File: config.mk
export PLATFORM = sky130hd
export DESIGN_NAME = fetch_ctrl
export DESIGN_NICKNAME = d
export VERILOG_FILES = /design/src/rtl/fetch_ctrl.sv
export SDC_FILE = /design/constraint.sdc
export NUM_CORES = 1
export LEC_CHECK = 0
export ABC_CLOCK_PERIOD_IN_PS = 2230
export BUFFER_PORTS_ARGS = -buffer_cell sky130_fd_sc_hd__buf_2
export CAP_MARGIN = 0
export CORE_MARGIN = 1
export CORE_UTILIZATION = 25
export CTS_CLUSTER_SIZE = 10
export DETAILED_ROUTE_END_ITERATION = 6
export SYNTH_ARGS = -nofsm -noshare
export SYNTH_HDL_FRONTEND = slang
export SYNTH_SLANG_ARGS = --single-unit
export TNS_END_PERCENT = 20
File: constraint.sdc
create_clock -name clk -period 2.23 [get_ports clk]
set_input_delay 0.223 -clock clk [delete_from_list [all_inputs] [get_ports clk]]
set_output_delay 0.223 -clock clk [all_outputs]
set_load 0.02 [all_outputs]
File: src/rtl/fetch_ctrl.sv
// Instruction fetch controller. Issues one RAM read per instruction, captures the
// returned word in ir and holds it until the decoder takes it or a jump redirects.
module fetch_ctrl #(
  parameter int                ADDR_W   = 8,
  parameter int                INSTR_W  = 8,
  parameter logic [ADDR_W-1:0] RESET_PC = '0
) (
  input  logic               clk,
  input  logic               rst,
  input  logic               start,
  input  logic               halt,
  input  logic               jump,
  input  logic [ADDR_W-1:0]  jump_addr,
  output logic [ADDR_W-1:0]  iAddr,
  output logic               FETCH,
  input  logic [INSTR_W-1:0] instr,
  output logic [INSTR_W-1:0] ir,
  output logic               ir_valid,
  input  logic               ir_ready,
  output logic [ADDR_W-1:0]  pc,
  output logic               busy
);

  typedef enum logic [1:0] {IDLE, REQ, WAIT, HOLD} state_t;

  state_t             state_q, state_d;
  logic [ADDR_W-1:0]  pc_q, pc_d;
  logic [INSTR_W-1:0] ir_q, ir_d;
  logic               fetch_q, valid_q, busy_q;
  logic               handshake;

  assign handshake = valid_q & ir_ready;

  always_comb begin
    state_d = state_q;
    pc_d    = pc_q;
    ir_d    = ir_q;
    // A jump overrides everything; ir is left untouched so an in-flight word is dropped.
    if (jump) begin
      pc_d    = jump_addr;
      state_d = (state_q == IDLE && !start) ? IDLE : REQ;
    end else begin
      case (state_q)
        IDLE: if (start) state_d = REQ;
        REQ:  state_d = WAIT;
        WAIT: begin
          ir_d    = instr;
          state_d = HOLD;
        end
        HOLD: if (handshake) begin
          pc_d    = pc_q + 1'b1;
          state_d = halt ? IDLE : REQ;
        end
        default: state_d = IDLE;
      endcase
    end
  end

  // Outputs are registered from the next state so they line up with state_q.
  always_ff @(posedge clk or posedge rst) begin
    if (rst) begin
      state_q <= IDLE;
      pc_q    <= RESET_PC;
      ir_q    <= '0;
      fetch_q <= 1'b0;
      valid_q <= 1'b0;
      busy_q  <= 1'b0;
    end else begin
      state_q <= state_d;
      pc_q    <= pc_d;
      ir_q    <= ir_d;
      fetch_q <= (state_d == REQ);
      valid_q <= (state_d == HOLD);
      busy_q  <= (state_d != IDLE);
    end
  end

  assign iAddr    = pc_q;
  assign pc       = pc_q;
  assign FETCH    = fetch_q;
  assign ir       = ir_q;
  assign ir_valid = valid_q;
  assign busy     = busy_q;

endmodule

=== Yosys cells after proc, flatten, opt, wreduce, memory -nomap -nowiden ===
Cells that the tools add are included.

* Register bits: 21
* Input port bits: 22
* Output and inout port bits: 27

* Add/sub/neg operators: 1
* Equal/unequal tests: 5
* Multiplexer cells: 9
* Bitwise gates (word level): 2
* Reductions and logical operators: 8

{| class="wikitable"
|+ Operators by type and width
! cell !! number
|-
| 8-bit 2-to-1 mux || 3
|-
| 8-bit by 1-bit adder with 8-bit output, second input constant || 1
|-
| 2-bit case mux with 4 select lines || 1
|-
| 2-bit equality test, second input constant || 3
|-
| 2-bit 2-to-1 mux || 3
|-
| 2-bit nonzero test || 3
|-
| 2-bit by 1-bit equality test with 1-bit output, second input constant || 2
|-
| 2-bit AND reduction || 2
|-
| 2-bit zero test || 1
|-
| 1-bit 2-to-1 mux || 2
|-
| 1-bit AND || 1
|-
| 1-bit logical AND || 1
|-
| 1-bit zero test || 1
|-
| 1-bit NOT || 1
|}

=== Logic depth before layout (Yosys ltp) ===
Gate-level depths: netlist of the first run.

* Depth after elaboration: 5
* Mapped depth: 5

=== Worst setup path after synthesis of the first run ===
OpenSTA, ideal clock, no wires.

* Path kind: register to register
* Start: reg pc_q[0], in the netlist iAddr[0]
* End: reg pc_q[4], in the netlist iAddr[4]
* Arrival time: 1.416 ns
* Data required time: 2.104 ns
* Setup slack: 0.688 ns
* Stages on the path, launching flop included: 5
* Buffers on the path: 0
* Clock period less this slack: 1.542 ns
* Cells stage by stage: dfrtp_1 -> ha_1 -> nand3_1 -> or2_2 -> a221o_1

* Word-level cells in the longest chain between the ends: 4

{| class="wikitable"
|+ RTL lines
! item !! RTL line !! text
|-
| start: declaration || 27 || <nowiki>logic [ADDR_W-1:0] pc_q, pc_d;</nowiki>
|-
| start signal: assignment || 70 || <nowiki>pc_q <= pc_d;</nowiki>
|-
| 8-bit by 1-bit adder with 8-bit output || 51 || <nowiki>pc_d = pc_q + 1'b1;</nowiki>
|-
| 8-bit 2-to-1 mux || 50 || <nowiki>HOLD: if (handshake) begin</nowiki>
|-
| 8-bit 2-to-1 mux || 43 || <nowiki>case (state_q)</nowiki>
|-
| 8-bit 2-to-1 mux || 39 || <nowiki>if (jump) begin</nowiki>
|}

No other way between the ends. The select of a mux whose other input is x is not followed.
A chain may end at the register's enable or synchronous reset.

=== Worst setup path in the final report of the first run ===
Same ends and word-level chain as after synthesis.

==> results of run 1 <==
==> final cells by class <==
cell class / instances / area (sq um)
fill: 420 / 2720
sequential: 21 / 526
multi-input combinational: 63 / 450
timing repair buffer: 48 / 240
tap: 50 / 62.6
clock buffer: 4 / 45.0
inverter: 4 / 15.0
==> layer usage <==
metal | GRT usage | vias to the layer above | share of wire
met4 | 0.0426 | 0 | 0.0077
met5 | 0 | - | 0
met3 | 0.0405 | 2 | 0.098
met1 | 0.131 | 425 | 0.41
li1 | - | 436 | -
met2 | 0.205 | 43 | 0.48
==> worst paths after layout <==
| kind | startpoint | endpoint | slack (ps) |
|---|---|---|---|
| setup / recovery | iAddr[0] | iAddr[4] | 660 |
| hold / removal | rst | state_q[1] | 110 |
| max in group asynchronous | rst | ir[6] | 1610 |
| min in group clk | jump_addr[3] | iAddr[3] | 170 |
| hold reg to reg | ir[5] | ir[5] | 500 |
| setup reg to reg | iAddr[0] | iAddr[4] | 660 |
==> kinds of logic after synthesis <==
group,after synthesis,share of synthesized area
simple gates,34,0.192
buf+inv,15,0.0834
fa+ha+maj,1,0.0117
compound gates,18,0.118
mux,9,0.0940
xor+xnor,1,0.00823
flops,21,0.494
==> through the flow <==
stage / util / setup slack [ps] / area (sq um)
5_1_grt: 0.330 / 564 / 1340
4_1_cts: 0.330 / 652 / 1340
6_report: 0.330 / 663 / 1340
3_5_place_dp: 0.319 / 661 / 1290
2_1_floorplan: - / 688 / 1060
3_3_place_gp: 0.319 / 723 / 1290
==> flip-flops by register name (all words and copies together) (netlist names) <==
register,count
ir_valid,1
ir,8
state_q,2
iAddr,8
FETCH,1
busy,1
==> report_power, final <==
| part | switching [mW] | total, mW | internal (mW) |
|---|---|---|---|
| combinational | 0.229 | 0.388 | 0.159 |
| clock | 0.118 | 0.245 | 0.127 |
| sequential | 0.0655 | 0.534 | 0.468 |
| total | 0.413 | 1.17 | 0.754 |
==> worst register-to-register path, cell delays in order, from the launching register on <==
cell     delay (ps)
dfrtp_1         470
ha_1            250
nand3_1         140
or2_2           310
a221o_1         300
==> cell usage in the layout (no fill, tap or decap), drive strengths merged <==
master and count:
mux2i 1, o211ai 2, nand4bb 1, nand3 6, or3 1, a22oi 1
nor4 1, a21oi 2, o41ai 1, nor2 5, nand4 2, or4 3
clkbuf 4, and4 1, nor2b 3, nor3 2, buf 48, a21o 1
inv 4, a22o 1, nand2b 1, dfrtp 21, ha 1, mux2 8
or2 1, a41oi 1, o31ai 1, a31oi 2, and3 1, o2bb2ai 1
nand2 6, a221o 1, xnor2 1, o21ai 4
==> results.ini, run 1 <==
[outcome]
status = finished, final reports clean

[yosys]
avgSynthCellArea_sq_um = 10.8
synthFlopType = dfrtp_1
synth-seq-cells = 21
synth_seq_area_share = 0.494
synth_area_sq_um = 1060
yosys.area.top_type_share = 0.494
syn_nets = 122
yosysMostFrequentCell = dfrtp_1
synth_edf_count = 0
synth_commonest_cells = dfrtp_1 (21), buf_4 (8), mux2_2 (8)
synth_area_leaders = dfrtp_1 (49%), mux2_2 (8.5%), buf_4 (5.6%)
async_flop_share = 1.00
yosysTopAreaCell = dfrtp_1
synth_cells = 99
synthDistinctLibCells = 37
yosys_warnings = 0

[clock_network]
cts_setup_buffers = 0
numCtsBuffers = 3
clk_pin_slew_worst_paths_ps = 70
clock_sinks = 21
cts_repair_resize_count = 0
clock_latency_ps = 260
htree_levels = 1
cts_hold_buf = 0
clockBufferDepth = 2
root_buffer = clkbuf_8
tritoncts = done

[sta]
slew_violations = 0
worst_slew_pin_slew_ps = 811
holdWs_ps = 112
relSlewSlack = 0.459
finClkSkew_ps = 4.11
grt_setup_unrepaired = no
setup_violations = 0
setup_tns_ps = 0
max_freq_mhz = 638
fin_crit_sh = 0.703
hold_viol = 0
finalCriticalPeriod_ps = 1570

[die]
die-area_sq_um = 4520
ios = 49
rows = 23
die_w_microns = 67.3
core_sq_um = 4060
initial_core_util = 0.262
fp.dieH_microns = 67.3

[global_route]
grt_pass1_wl_microns = 4050
track_usage = 0.118
grt_max_degree = 22
gr-total-overflow = 0
grt_pass1_vias = 937
grt_antenna_before_repair = 0

[setup_path]
max_stage_delay_ps = 470
crit_family = flip-flops
crit_fanout = 6
reg2regPathDepth = 4
cp.buffers_inverters = 0
critPathCaptureType = flop
cp.required_ps = 2380
startpoint_type = flop
crit_arrival_ps = 1710
criticalPathCategory = flop to flop
cpMaxStageDelayCell = dfrtp_1
crit_chain = ha_1 -> nand3_1 -> or2_2 -> a221o_1
cp_num_cells = 4

[drt]
routed_via_density = 4.77
drt_pass1_iterations = 4
remaining_drc_errors = 0
wire_per_inst_microns = 13.0
drt_wl_total_microns = 2480
drt_iter0_markers = 56
vias = 906
postRouteAntennaNets = 0

[cells_and_area]
n_antenna_cell = 0
final_cells = 190
area_growth_pct = 25.7
drive_gt1_frac = 0.443
fin_nets = 164

[placement]
place_hpwl_microns = 1890
placed_cells = 186
portBuffers = 48
gp_congestion = 0.794

[power_and_ir_drop]
power.leakage_nw = 0.617
ir_worst_vdd_mv = 0.217
p_total_mw = 1.17
powerDensity_nw_per_um2 = 872

[job]
cap_violations = 0

[hold_path]
hp-class = input port to async pin

Power figures use the tool's default switching activity.
==> run 2: changes to the inputs <==
- ABC_AREA: not set -> 1
- ABC_CLOCK_PERIOD_IN_PS: 2230 -> 1350
- clock period: 2.23 -> 1.35 ns (I/O delays scaled with it)
==> run 2 against run 1 <==
Net effect:
- clock skew about the same
- setup slack worse by 500 ps
- largest cell class unchanged
- largest power group unchanged
- critical path type unchanged
- sequential power up 68%
- combinational power up 92%
==> results.ini, run 2 <==
[cells_and_area]
design_area_sq_um = 1410
drive_gt1_frac = 0.384
final.fill_count = 445
n_antenna_cell = 0
layout_commonest_cell = buf_2
area_growth_pct = 27.5
final_cell_mix = buf_2 (48), nand2_1 (39), dfrtp_1 (21), nand3_1 (14), nor2_1 (10)
fin_nets = 201

[global_route]
grt_antenna_before_repair = 0
grt_pass1_wl_microns = 3910
gr-total-overflow = 0
grt_max_degree = 22
track_usage = 0.112
grt_pass1_vias = 862

[sta]
fin_crit_sh = 0.880
relSlewSlack = 0.795
finalCriticalPeriod_ps = 1190
max_freq_mhz = 841
setup_violations = 0
finClkSkew_ps = 3.67
grt_setup_unrepaired = no
slew_violations = 0
setup_tns_ps = 0
worst_slew_pin_slew_ps = 305
hold_viol = 0

[yosys]
synthAdderAreaFrac = 0.0114
yosysTopAreaCell = dfrtp_1
synth_area_leaders = dfrtp_1 (48%), nand2_1 (13%), nand3_1 (6.4%)
synth_edf_count = 0
synthSimpleGateAreaFrac = 0.294
synth_seq_area_share = 0.477
synth_area_sq_um = 1100
synthFlopType = dfrtp_1
synth_top_family_by_area = simple AND/OR/NAND/NOR gates
synth_cells = 131
avgSynthCellArea_sq_um = 8.41
synth-seq-cells = 21
synth_commonest_cells = nand2_1 (39), dfrtp_1 (21), nand3_1 (14)
synth-compound-area-share = 0.0919
yosysMostFrequentCell = nand2_1
syn_nets = 154
synth_xor_xnor_area_share = 0.0159
yosys.area.top_type_share = 0.477
muxShareOfSynthArea = 0
yosys_warnings = 0
synthDistinctLibCells = 28
async_flop_share = 1.00

[clock_network]
tritoncts = done
clock_sinks = 21
clock_latency_ps = 260
root_buffer = clkbuf_8
clockBufferDepth = 2
clk_pin_slew_worst_paths_ps = 80
htree_levels = 1
numCtsBuffers = 3
cts_repair_resize_count = 0

[power_and_ir_drop]
powerDensity_nw_per_um2 = 1460
ir_worst_vdd_mv = 0.542
power.leakage_nw = 0.766

[die]
ios = 49
rows = 23
initial_core_util = 0.268
die-area_sq_um = 4680
fp.dieH_microns = 68.4
die_w_microns = 68.4
core_sq_um = 4120

[setup_path]
criticalPathCategory = flop to flop
crit_arrival_ps = 1320
critPathCaptureType = flop
cp.required_ps = 1490
startpoint_type = flop
r2r_slack_ps = 160
crit_fanout = 4

[drt]
routed_via_density = 4.33
wl_met1_microns = 1300
routed.top_layer = met4
route.met3.wl_microns = 134
drt_wl_total_microns = 2560
wire_per_inst_microns = 11.3
drt_pass1_iterations = 4
route.met2.wl_microns = 1110
drt_iter0_markers = 43
postRouteAntennaNets = 0
vias = 984
remaining_drc_errors = 0

[job]
cap_violations = 0

[placement]
postPlaceCellArea_sq_um = 1350
place_hpwl_microns = 1910
gp_congestion = 0.743
portBuffers = 48

[outcome]
status = finished, final reports clean

[hold_path]
hp-class = input port to flop

==> run 2: final cells by class <==
cell class                 instances  area, sq um  share of cell area
inverter                          12         50.0              0.0356
clock inverter                     1         5.00             0.00356
sequential                        21          526               0.374
tap                               50         62.6              0.0445
multi-input combinational         89          455               0.324
clock buffer                       3         41.3              0.0294
timing repair buffer              51          265               0.189
==> run 2: worst paths after layout <==
kind / end / startpoint / cells after the start
max in group asynchronous: ir[6] / rst / 4
worst max register to register: busy / state_q[1] / 4
worst min register to register: ir[2] / ir[2] / 2
worst max-delay path: busy / state_q[1] / 4
min in group asynchronous: busy / rst / 4
worst min-delay path: iAddr[2] / jump_addr[2] / 3
==> run 2: logic make-up after synthesis <==
family                   after synthesis
flip-flops                            21
AO/OA/AOI/OAI                         14
adder cells (fa/ha/maj)                1
AND/OR/NAND/NOR                       72
buffers and inverters                 21
XOR/XNOR                               2
==> run 2: where the power goes <==
group / leakage (nW) / internal (mW) / switching [mW]
Clock: 0.0255 / 0.205 / 0.206
Sequential: 0.256 / 0.786 / 0.113
Combinational: 0.485 / 0.255 / 0.490
Total: 0.766 / 1.25 / 0.809
==> run 2: through the flow <==
stage,worst slack [ps],power [mW],std cells,hold WS [ps],util
after CTS,182,2.10,227,92.8,0.341
after detailed placement,193,1.66,222,192,0.328
after global placement,207,1.66,222,185,0.328
after floorplan,102,1.42,131,112,-
after global routing,90.7,2.21,227,110,0.341
final,161,2.06,227,96.1,0.341
==> run 2: timing repair <==
| action | 4_1_cts | 5_1_grt |
|---|---|---|
| hold endpoints to repair | 21 | 0 |
| buffers inserted | 0 | 0 |
| hold buffers | 1 | 0 |
==> run 2: worst max-delay path: stages (launching register included) <==
cell	delay (ps)
dfrtp_1	410
nor2_1	200
o21ai_0	100
nor2_1	270
nand2_1	90
==> run 2: metal layers <==
layer / track usage / vias to the layer above
li1: - / 510
met1: 0.168 / 448
met2: 0.156 / 24
met3: 0.0267 / 2
met4: 0.0313 / 0
met5: 0 / -
